## src/rtl/ahb2apb_bridge_pready.sv

```systemverilog
// AHB-to-APB3 bridge: one AHB transfer in flight, APB wait states via Pready,
// slave/decode/timeout errors returned as a two-cycle AHB ERROR response.
module ahb2apb_bridge_pready #(
  parameter int                ADDR_W      = 32,
  parameter int                DATA_W      = 32,
  parameter int                NUM_SLV     = 3,
  parameter logic [ADDR_W-1:0] BASE_ADDR   = 32'h8000_0000,
  parameter int                SLV_SHIFT   = 26,
  parameter int                TIMEOUT_CYC = 16
) (
  input  logic               Hclk,
  input  logic               Hresetn,
  input  logic               Hwrite,
  input  logic               Hreadyin,
  input  logic [1:0]         Htrans,
  input  logic [ADDR_W-1:0]  Haddr,
  input  logic [DATA_W-1:0]  Hwdata,
  input  logic [DATA_W-1:0]  Prdata,
  input  logic               Pready,
  input  logic               Pslverr,
  output logic               Hreadyout,
  output logic [1:0]         Hresp,
  output logic [DATA_W-1:0]  Hrdata,
  output logic [NUM_SLV-1:0] Psel,
  output logic               Penable,
  output logic               Pwrite,
  output logic [ADDR_W-1:0]  Paddr,
  output logic [DATA_W-1:0]  Pwdata
);

  localparam logic [1:0] RESP_OKAY  = 2'b00;
  localparam logic [1:0] RESP_ERROR = 2'b01;
  localparam int         CNT_W      = (TIMEOUT_CYC > 1) ? $clog2(TIMEOUT_CYC) : 1;

  typedef enum logic [2:0] {
    ST_IDLE   = 3'd0,
    ST_WLATCH = 3'd1,
    ST_SETUP  = 3'd2,
    ST_ACCESS = 3'd3,
    ST_ERR1   = 3'd4,
    ST_ERR2   = 3'd5
  } state_t;

  state_t            state_r;
  logic [3:0]        idx_r;
  logic [CNT_W-1:0]  tout_cnt_r;

  logic [ADDR_W-1:0] slot_s;
  logic [3:0]        idx_s;
  logic              decode_ok_s;
  logic              capture_s;
  logic              unused_htrans_s;

  assign unused_htrans_s = Htrans[0];

  function automatic logic [NUM_SLV-1:0] onehot(input logic [3:0] idx);
    logic [NUM_SLV-1:0] res;
    for (int i = 0; i < NUM_SLV; i++) begin
      res[i] = (idx == 4'(i));
    end
    return res;
  endfunction

  // Address decode and capture qualification for the current AHB address phase
  always_comb begin
    slot_s      = (Haddr - BASE_ADDR) >> SLV_SHIFT;
    idx_s       = slot_s[3:0];
    decode_ok_s = (Haddr >= BASE_ADDR) && (slot_s < ADDR_W'(NUM_SLV));
    capture_s   = Hreadyout && Hreadyin && Htrans[1] &&
                  ((state_r == ST_IDLE) || (state_r == ST_ERR2));
  end

  // Bridge FSM with all bus-facing outputs registered
  always_ff @(posedge Hclk or negedge Hresetn) begin
    if (!Hresetn) begin
      state_r    <= ST_IDLE;
      idx_r      <= 4'd0;
      tout_cnt_r <= '0;
      Hreadyout  <= 1'b1;
      Hresp      <= RESP_OKAY;
      Hrdata     <= '0;
      Psel       <= '0;
      Penable    <= 1'b0;
      Pwrite     <= 1'b0;
      Paddr      <= '0;
      Pwdata     <= '0;
    end else begin
      case (state_r)
        ST_IDLE, ST_ERR2: begin
          if (capture_s) begin
            Hreadyout <= 1'b0;
            if (!decode_ok_s) begin
              state_r <= ST_ERR1;
              Hresp   <= RESP_ERROR;
            end else begin
              Hresp  <= RESP_OKAY;
              idx_r  <= idx_s;
              Paddr  <= Haddr;
              Pwrite <= Hwrite;
              if (Hwrite) begin
                state_r <= ST_WLATCH;
              end else begin
                state_r <= ST_SETUP;
                Psel    <= onehot(idx_s);
              end
            end
          end else begin
            state_r   <= ST_IDLE;
            Hreadyout <= 1'b1;
            Hresp     <= RESP_OKAY;
          end
        end
        ST_WLATCH: begin
          // Hwdata is only valid in the AHB data phase, one cycle after capture
          Pwdata  <= Hwdata;
          Psel    <= onehot(idx_r);
          state_r <= ST_SETUP;
        end
        ST_SETUP: begin
          Penable <= 1'b1;
          state_r <= ST_ACCESS;
        end
        ST_ACCESS: begin
          if (Pready) begin
            Psel       <= '0;
            Penable    <= 1'b0;
            tout_cnt_r <= '0;
            if (Pslverr) begin
              state_r <= ST_ERR1;
              Hresp   <= RESP_ERROR;
            end else begin
              state_r   <= ST_IDLE;
              Hreadyout <= 1'b1;
              if (!Pwrite) begin
                Hrdata <= Prdata;
              end
            end
          end else if ((TIMEOUT_CYC != 0) && (tout_cnt_r == CNT_W'(TIMEOUT_CYC - 1))) begin
            Psel       <= '0;
            Penable    <= 1'b0;
            tout_cnt_r <= '0;
            state_r    <= ST_ERR1;
            Hresp      <= RESP_ERROR;
          end else begin
            tout_cnt_r <= tout_cnt_r + CNT_W'(1);
          end
        end
        ST_ERR1: begin
          Hreadyout <= 1'b1;
          state_r   <= ST_ERR2;
        end
        default: begin
          state_r    <= ST_IDLE;
          tout_cnt_r <= '0;
          Hreadyout  <= 1'b1;
          Hresp      <= RESP_OKAY;
          Psel       <= '0;
          Penable    <= 1'b0;
        end
      endcase
    end
  end

endmodule
```

## config.mk

```make
export PLATFORM = sky130hd
export DESIGN_NAME = ahb2apb_bridge_pready
export DESIGN_NICKNAME = d
export VERILOG_FILES = /design/src/rtl/ahb2apb_bridge_pready.sv
export SDC_FILE = /design/constraint.sdc
export NUM_CORES = 1
export LEC_CHECK = 0
export ABC_AREA = 1
export BUFFER_PORTS_ARGS = -buffer_cell sky130_fd_sc_hd__buf_4
export CORE_ASPECT_RATIO = 0.7
export CORE_MARGIN = 5
export CORE_UTILIZATION = 45
export DETAILED_ROUTE_END_ITERATION = 10
export GPL_ROUTABILITY_DRIVEN = 0
export PLACE_DENSITY = 0.77
export SLEW_MARGIN = 15
export SYNTH_ARGS = -nofsm -noshare
export SYNTH_HDL_FRONTEND = slang
export SYNTH_SLANG_ARGS = --single-unit
```

## constraint.sdc

```tcl
create_clock -name Hclk -period 2.2 [get_ports Hclk]
set_input_delay 0.11 -clock Hclk [delete_from_list [all_inputs] [get_ports Hclk]]
set_output_delay 0.11 -clock Hclk [all_outputs]
set_load 0.05 [all_outputs]
```

======== After elaboration in Yosys (flattened, before gate mapping) ========
Cells that the tools add are included.
word-level totals
  bits in registers ....................... 115
  input port bits ......................... 104
  output and inout bits ................... 104
  logic and storage cells ................. 87
cells by class
  add/subtract/negate cells ............... 2
  order comparisons ....................... 2
  equal/unequal tests ..................... 17
  muxes and demuxes ....................... 29
  bitwise logic cells ..................... 6
  reduce and logical (&&, ||, !) cells .... 20
operators with widths
  cell                                                 number
  >= comparator 32 bit (second input constant)         1
  subtractor 32 bit (second input constant)            1
  two-way mux 3 bit                                    10
  one-hot mux 3 bit (5 select lines)                   1
  one-hot mux 3 bit (4 select lines)                   1
  two-way mux 2 bit                                    5
  inequality test 2 bit (second input constant)        5
  AND reduction 3 bit                                  3
  == test 4 x 1 -> 1 bit (second input constant)       2
  == test 4 x 2 -> 1 bit (second input constant)       2
  logical NOT 4 bit                                    2
  two-way mux 4 bit                                    2
  one-hot mux 4 bit (2 select lines)                   1
  == test 3 x 2 -> 1 bit (second input constant)       2
  == test 3 bit (second input constant)                2
  < comparator 6 x 2 -> 1 bit (second input constant)  1
  two-way mux 1 bit                                    6
  inequality test 3 bit (second input constant)        2
  inverter 1 bit                                       6
  one-hot mux 1 bit (3 select lines)                   2
  one-hot mux 2 bit (3 select lines)                   1
  OR reduction 2 bit                                   3
  AND reduction 5 bit                                  1
  OR reduction 5 bit                                   1
  10 further kinds                                     13

======== Longest topological paths before layout ========
Gate-level depths: netlist (run 1).
  depth in word-level cells ............... 6
  gate-level depth with buffers ........... 9
  depth with buffers taken out ............ 9

======== Least setup slack after synthesis (run 1) ========
No wires, ideal clock.
  path type ............................... register to register
  from .................................... reg Hreadyout
  to ...................................... reg Paddr[26]
  setup time .............................. 123 ps
  arrival ................................. 1,436 ps
  required time ........................... 2,077 ps
  path slack .............................. 641 ps
  cell stages (with the launch flop) ...... 7
  buffers on the path ..................... 1
  clock period less this slack ............ 1,559 ps
  cell sequence ........................... dfstp_2 -> nand3_1 -> nor3_2 -> nand2_1 -> buf_2 -> nand2_1 -> o21ai_1
between the ends
  cells in the longest elaborated chain, start to end .. 4
RTL lines
  item                                  line  source
  start, declared                       21    output logic Hreadyout,
  start signal, assigned                79    Hreadyout <= 1'b1;
  start signal, assigned                91    Hreadyout <= 1'b0;
  start signal, assigned                109   Hreadyout <= 1'b1;
  logical AND 1 bit (3 in a row)        69    capture_s = Hreadyout && Hreadyin && Htrans[1] &&
  AND reduction 3 bit (no source line)  -
  end signal, assigned                  98    Paddr <= Haddr;
  end, declared                         27    output logic [ADDR_W-1:0] Paddr,
No other way between the ends.
A chain may end at the register's enable or synchronous reset.

======== Worst setup path in the final report (run 1) ========
  from .................................... reg state_r[2]
  to ...................................... reg Paddr[8]
between the ends
  cells in the longest elaborated chain, start to end .. 4
RTL lines
  item                                                       line    source
  start, declared                                            44      state_t state_r;
  start signal, assigned                                     76      state_r <= ST_IDLE;
  start signal, assigned                                     93      state_r <= ST_ERR1;
  start signal, assigned                                     101     state_r <= ST_WLATCH;
  == test 3 bit / logical NOT 3 bit (equally long branches)  70, 88
  logical OR 1 bit                                           70      ((state_r == ST_IDLE) || (state_r == ST_ERR2));
  logical AND 1 bit                                          69
  AND reduction 3 bit (no source line) *                     -
Mark *: on every way between the ends. The rest lies on a longest branch, timed or not.

==> results.cfg, run 1 <==
[critical_path]
crit_path_end_kind = flop
critPathMaxStageDelay_ns = 0.45
worstReg2RegEnd = Paddr[8]$_DFFE_PN0P_
rr_worst_depth = 8
r2r-start = state_r[2]$_DFFE_PN0P_
startpoint = state_r[2]$_DFFE_PN0P_
worst_setup_path_start_kind = flop
crit_path_cell_trace = nand2_1 -> nand2_2 -> nor2_4 -> nand2_2 -> nor2_4 -> buf_12 -> nand2_1 -> nand2_1
critical_path_peak_fanout = 18
path_class = reg -> reg
critPathMostFrequentCell = nand2_1
cp.buffers_inverters = 1
cp.required_ns = 2.47
timing.reg2reg.setup_slack_ns = 0.51
cp_top_family = simple AND/OR/NAND/NOR gates
timing.critical_path.slowest_stage_cell = dfrtp_1
worst_path_arrival_ns = 1.96

[job]
max_cap_viol_count = 0

[global_route]
first_pass_grt_wire_length_um = 22270
grt_start_max_net_pins = 65
grt_remaining_overflow = 0
first_global_vias = 4589
grt_antenna_before_repair = 0
global_route.usage.total = 0.2314

[floorplanning]
ios = 208
initial_core_util = 0.4651
design.core.area_mm2 = 0.009759
placement_rows = 30
die_h_um = 94.03
dieWidth_um = 130.0
fp.dieArea_mm2 = 0.01223

[yosys]
synth_enable_flop_cells = 0
synth_top_family_by_area = simple AND/OR/NAND/NOR gates
dominantRegCellSynth = dfrtp_1
post_synth_adder_cell_area = 0.002756
asyncSetResetFlopFracSynth = 1.000
netlist-cell-type-count = 27
synth-seq-area-share = 0.6067
synth.most_common_cell = nand2_1
ys_top_cells_by_area = dfrtp_1 60%, nand2_1 21%, inv_1 4.1%
synth_seq_cells = 110
synthesized_area_fraction_occupied_by_xor_and_xnor_cells = 0.001929
synth.mux.area_fraction = 0
syn-num-nets = 638
share_of_synthesized_cell_area_in_and_or_nand_and_nor_gates = 0.2676
yosys_warnings = 0
synthDominantCellAreaShare = 0.6009
synth.largest_area_cell = dfrtp_1
synthesis.instances = 533
synthTopCellsByCount = 255 x nand2_1, 109 x dfrtp_1, 50 x inv_1, 36 x o21ai_1, 20 x nor2_1
post_synth.cell_area_avg_um2 = 8.517
synth_compound_area_frac = 0.05017
synthesized_cell_area_mm2 = 0.004539

[sta]
final.setup.tns_ns = 0
transition_time_at_the_pin_with_the_least_slew_margin_ns = 0.5909
fin_crit_ns = 1.688
timing.final.max_slew_violations = 0
setup_violations = 0
post-route-period-util = 0.7673
rsz_0062_raised_after_global_routing = no
finalClockSkew_ns = 0.007336
timing.final.hold_violations = 0
worst_max_slew_margin_expressed_relative_to_the_limit = 0.6061
max_clock_freq_mhz = 592.4

[hold_path]
hold-path-cell-count = 3
hold_start = Hwdata[26]
min_delay_worst_endpoint = Pwdata[26]$_DFFE_PN0P_
hold_path_class = in -> reg

[power_and_ir_drop]
worst_ir_drop_vdd_mv = 0.9680
p_per_area_mw_per_mm2 = 1480
fin_total_pwr_w = 0.01044
power.static_leakage_nw = 3.947

[routing]
post_drt_via_cell_ratio = 4.802
detailedRoute.firstIterationViolations = 204
route.detailed.drc = 0
drt-wirelength-per-cell_um = 15.43
antenna_violating_nets_post_route = 0
first_pass_iters = 5
postRouteWirelength_um = 14290
routed-via-count = 4447

[finish]
areaGrowthSynthToFinish_pct = 55.37
layout.cells.non_filler = 926
insertedDiodeCount = 0
multiInputGateArea_mm2 = 0.001468
final.fill_count = 683
finalInstanceArea_mm2 = 0.007053
register_area_mm2 = 0.002754
finish.net_count = 899
fraction_of_final_layout_cells_sized_beyond_drive_strength_1 = 0.3033

[clocking]
clkSlewWorstSetupHoldPaths_ns = 0.07
clock_tree.root_cell = clkbuf_16
cts_setup_buffers = 0
cts-buffers-inserted = 9
cts-root-to-sink-buffers = 2
cts-htree-levels = 3
tritoncts = yes
clock_latency_ns = 0.33
clock-sinks = 110

[placement]
numPortBuffers = 205
place_hpwl_um = 9181
dp.cells = 853
placement.cell_area_mm2 = 0.006197

[outcome]
outcome = finished, final reports clean
==> worst register-to-register path: stages, from the launching register on <==
cell	delay, ns
dfrtp_1	0.45
nand2_1	0.13
nand2_2	0.11
nor2_4	0.15
nand2_2	0.08
nor2_4	0.32
buf_12	0.20
nand2_1	0.10
nand2_1	0.09
==> layer usage <==
layer / GRT usage / share of wire / vias to the layer above
met5: 0 / 0 / -
met4: 0.07007 / 0.018 / 0
met3: 0.09318 / 0.12 / 26
met2: 0.4032 / 0.49 / 236
met1: 0.2604 / 0.37 / 2044
li1: - / - / 2141
==> power by group <==
group / switching, W / internal (W) / total (W)
Combinational: 0.00401 / 0.00163 / 0.00564
Clock: 0.000706 / 0.000793 / 0.00150
Sequential: 0.000507 / 0.00279 / 0.00330
Total: 0.00522 / 0.00522 / 0.0104
==> cell families (layout without fill, tap and decap cells) <==
family                     Yosys count  in the layout
other                                1              1
and+or+nand+nor                    303            303
xor gates and xnor gates             1              1
DFF                                110            110
adders and majority gates            1              1
AOI/OAI and AO/OA                   44             44
buffers and inverters               73            338
==> area by class of cell <==
class                      count  area share
inverter                      53     0.02821
tap                          128     0.02271
sequential                   110      0.3905
multi-input combinational    350      0.2081
clock buffer                  10     0.03388
timing repair buffer         270      0.3115
clock inverter                 5    0.005145
==> metrics by stage <==
stage | hold WS, ns | setup WS, ns | util
finish | 0.008959 | 0.5120 | 0.7227
global route | 0.002915 | 0.3747 | 0.7227
CTS | 0.00003073 | 0.5593 | 0.7227
detailed placement | 0.01970 | 0.5918 | 0.6350
global placement | 0.02229 | 0.6466 | 0.6350
floorplan | -0.1856 | 0.6413 | -
==> registers in the layout, summed over array words and instances (netlist names) <==
signal and count:
Pwrite 1, tout_cnt_r 4, Penable 1, Hrdata 32
Paddr 32, Psel 3, Hresp 1, Hreadyout 1
state_r 3, Pwdata 32
==> cells in the final DEF (no fill, tap or decap), types with 4 or more instances in the layout <==
master and instances:
nand2_1 255, buf_4 210, dfrtp_1 109, dlygate4sd3_1 58
inv_1 50, o21ai_1 36, nor2_1 20, nand3_1 14
clkbuf_16 9, a21oi_1 4
==> how the worst max path moves through the flow <==
stage / to / slack, ns / cells after the start
after floorplan: Paddr[26]$_DFFE_PN0P_ / 0.64 / 6
final: Paddr[8]$_DFFE_PN0P_ / 0.51 / 8
after detailed placement: Paddr[24]$_DFFE_PN0P_ / 0.59 / 8
after global routing: Paddr[4]$_DFFE_PN0P_ / 0.37 / 9
after global placement: Paddr[6]$_DFFE_PN0P_ / 0.65 / 8
after CTS: Paddr[3]$_DFFE_PN0P_ / 0.56 / 8
==> timing repair <==
action	CTS	global route
hold endpoints to repair	79	0
hold buffers	58	0
gates resized for setup	0	0
Power figures use the tool's default switching activity.
==> run 2: changes to the inputs <==
--- a/config.mk
+++ b/config.mk
@@ -5,7 +5,7 @@
 export SDC_FILE = /design/constraint.sdc
 export NUM_CORES = 1
 export LEC_CHECK = 0
-export ABC_AREA = 1
+export ABC_AREA = 0
 export BUFFER_PORTS_ARGS = -buffer_cell sky130_fd_sc_hd__buf_4
 export CORE_ASPECT_RATIO = 0.7
 export CORE_MARGIN = 5
==> constraint.sdc (replaced) <==
create_clock -name Hclk -period 1.65 [get_ports Hclk]
set_input_delay 0.0825 -clock Hclk [delete_from_list [all_inputs] [get_ports Hclk]]
set_output_delay 0.0825 -clock Hclk [all_outputs]
set_load 0.05 [all_outputs]
==> run 2 against run 1 <==
Against the previous run: the run now ends with negative setup slack left; utilization up 6.4 points; combinational power increased by 58%; sequential power rose by 38%; largest power group unchanged; critical path depth fell by 4; die area grew 0.20%; worst hold slack improved by 0.022 ns; area after synthesis is 0.22% higher; register-to-register slack got worse by 0.57 ns; largest cell class unchanged; clock power increased by 37%.
==> results.cfg, run 2 <==
[routing]
post_drt_via_cell_ratio = 5.015
drt-wirelength-per-cell_um = 19.20
postRouteWirelength_um = 14340
detailedRoute.firstIterationViolations = 127
route.detailed.drc = 0
first_pass_iters = 4
routed-via-count = 3746
antenna_violating_nets_post_route = 0

[yosys]
synth.largest_area_cell = dfrtp_1
yosys_warnings = 0
synthesized_cell_area_mm2 = 0.004549
syn-num-nets = 402
synth.most_common_cell = dfrtp_1
netlist-cell-type-count = 43
synthesis.instances = 297
synthTopCellsByCount = 109 x dfrtp_1, 65 x mux2_2, 30 x mux2_4, 12 x buf_2, 9 x o21ai_0
synth_seq_cells = 110
asyncSetResetFlopFracSynth = 1.000
synthDominantCellAreaShare = 0.5996
synth_enable_flop_cells = 0
synth-seq-area-share = 0.6053
ys_top_cells_by_area = dfrtp_1 60%, mux2_2 16%, mux2_4 9.9%
post_synth.cell_area_avg_um2 = 15.32
dominantRegCellSynth = dfrtp_1

[sta]
fin_worst_hold_slack_ns = 0.03127
worst_max_slew_margin_expressed_relative_to_the_limit = 0.6060
setup_violations = 32
finalClockSkew_ns = 0.005328
post-route-period-util = 1.034
fin_crit_ns = 1.706
max_clock_freq_mhz = 586.1
timing.final.hold_violations = 0
rsz_0062_raised_after_global_routing = yes
final_critical_path_setup_slack_ns = -0.05613
timing.final.max_slew_violations = 0
transition_time_at_the_pin_with_the_least_slew_margin_ns = 0.5911

[finish]
layout.cells.most_common_list = 221 x buf_4, 107 x dfrtp_1, 93 x dlygate4sd3_1
mostFrequentLayoutCell = buf_4
reg_top3 = Hrdata: 32 flops, Paddr: 32 flops, Pwdata: 32 flops
final_util = 0.7867
fraction_of_final_layout_cells_sized_beyond_drive_strength_1 = 0.5728
final.fill_count = 537
finish.net_count = 718
areaGrowthSynthToFinish_pct = 69.42

[critical_path]
crit_path_cell_trace = nand2_2 -> or4_4 -> buf_12 -> mux2_4
worst_setup_path_start_kind = flop
critical_path_peak_fanout = 32
cp.required_ns = 1.88
crit_path_end_kind = flop
timing.critical_path.slowest_stage_cell = or4_4
worst_path_arrival_ns = 1.93
cp_top_family = simple AND/OR/NAND/NOR gates
cp.buffers_inverters = 1
path_class = reg -> reg
critPathMaxStageDelay_ns = 0.53

[global_route]
first_global_vias = 4287
grt_start_max_net_pins = 43
first_pass_grt_wire_length_um = 22550
grt_remaining_overflow = 0
grt_antenna_before_repair = 0
global_route.usage.total = 0.2395

[job]
max_cap_viol_count = 0

[clocking]
cts-buffers-inserted = 9
clkSlewWorstSetupHoldPaths_ns = 0.07
clock_tree.root_cell = clkbuf_16
cts-root-to-sink-buffers = 2
clock_latency_ns = 0.34
cts-htree-levels = 3
tritoncts = yes
clock-sinks = 110

[power_and_ir_drop]
power.static_leakage_nw = 3.874
p_per_area_mw_per_mm2 = 2007
fin_total_pwr_w = 0.01547
worst_ir_drop_vdd_mv = 1.526

[floorplanning]
ios = 208
design.core.area_mm2 = 0.009797
placement_rows = 30
die_h_um = 94.13
initial_core_util = 0.4644
dieWidth_um = 130.2
fp.dieArea_mm2 = 0.01225

[outcome]
outcome = finished, violations left
failed_checks = negative setup slack

[placement]
numPortBuffers = 205
place_hpwl_um = 9103

[hold_path]
hold_path_class = in -> reg
## run 2: changes by cell type after synthesis, moves of 4 or more
cell     change
o21ai_1     -36
inv_1       -47
nand3_1     -11
nor4_1       +4
mux2_2      +65
mux2_4      +30
nor2_1      -15
o21ai_0      +7
nand2_1    -250
## run 2: logic make-up (layout without fill, tap and decap cells)
kind of cell / Yosys count / after routing / share of synthesized area
fa+ha+maj: 1 / 1 / 0.002750
mux: 98 / 98 / 0.2665
simple gates: 38 / 38 / 0.05528
buf+inv: 20 / 341 / 0.02558
compound gates: 26 / 26 / 0.03795
other cells: 1 / 2 / 0.0008243
flops: 110 / 110 / 0.6053
xor+xnor: 3 / 3 / 0.005777
## run 2: final timing paths
kind / from / end / slack, ns / depth (start not counted)
worst max-delay path: state_r[1]$_DFFE_PN0P_ / Hrdata[10]$_DFFE_PN0P_ / -0.06 / 4
worst min-delay path: Hwrite / state_r[0]$_DFFE_PN0P_ / 0.03 / 2
worst max register to register: state_r[1]$_DFFE_PN0P_ / Hrdata[10]$_DFFE_PN0P_ / -0.06 / 4
worst min register to register: Paddr[31]$_DFFE_PN0P_ / Paddr[31]$_DFFE_PN0P_ / 0.48 / 1
max in group asynchronous: Hresetn / Paddr[19]$_DFFE_PN0P_ / 0.71 / 3
min in group asynchronous: Hresetn / Hrdata[16]$_DFFE_PN0P_ / 0.27 / 2
## run 2: cell type report
| cell class | instances | area, um^2 | area share |
|---|---|---|---|
| Sequential cell | 110 | 2756 | 0.3576 |
| Timing Repair Buffer | 322 | 2736 | 0.3550 |
| Multi-Input combinational cell | 167 | 1763 | 0.2287 |
| Clock buffer | 12 | 246.5 | 0.03198 |
| Tap cell | 128 | 160.2 | 0.02078 |
| Clock inverter | 4 | 31.28 | 0.004058 |
| Inverter | 3 | 11.26 | 0.001461 |
| Antenna cell | 1 | 2.502 | 0.0003247 |
## run 2: power breakdown
part	switching (W)	total (W)	internal, W
sequential	0.000702	0.00454	0.00383
combinational	0.00554	0.00889	0.00335
clock	0.000973	0.00205	0.00108
total	0.00721	0.0155	0.00826
## run 2: layer usage
| metal | wire [um] | part of all wire | GRT usage |
|---|---|---|---|
| met5 | 0 | 0 | 0 |
| met3 | 1687 | 0.12 | 0.09545 |
| met1 | 5192 | 0.36 | 0.2719 |
| met2 | 7155 | 0.50 | 0.4138 |
| met4 | 308 | 0.021 | 0.07439 |
## run 2: stage by stage
stage	cell area [um^2]	setup TNS, ns	setup slack (ns)	std cells
6_report	7707	-1.118	-0.05613	747
2_1_floorplan	4621	-5.353	-0.1322	297
3_5_place_dp	6394	-1.611	-0.05189	632
4_1_cts	7651	-1.101	-0.04730	743
3_3_place_gp	6394	-0.5599	-0.02780	632
5_1_grt	7705	-2.814	-0.09336	746
## run 2: repair_timing
action	4_1_cts	5_1_grt
gates cloned	0	0
setup buffers	2	3
gates resized for setup	4	8
pin swaps	0	1
setup endpoints to repair	70	76
hold endpoints to repair	130	0
hold buffers	93	0
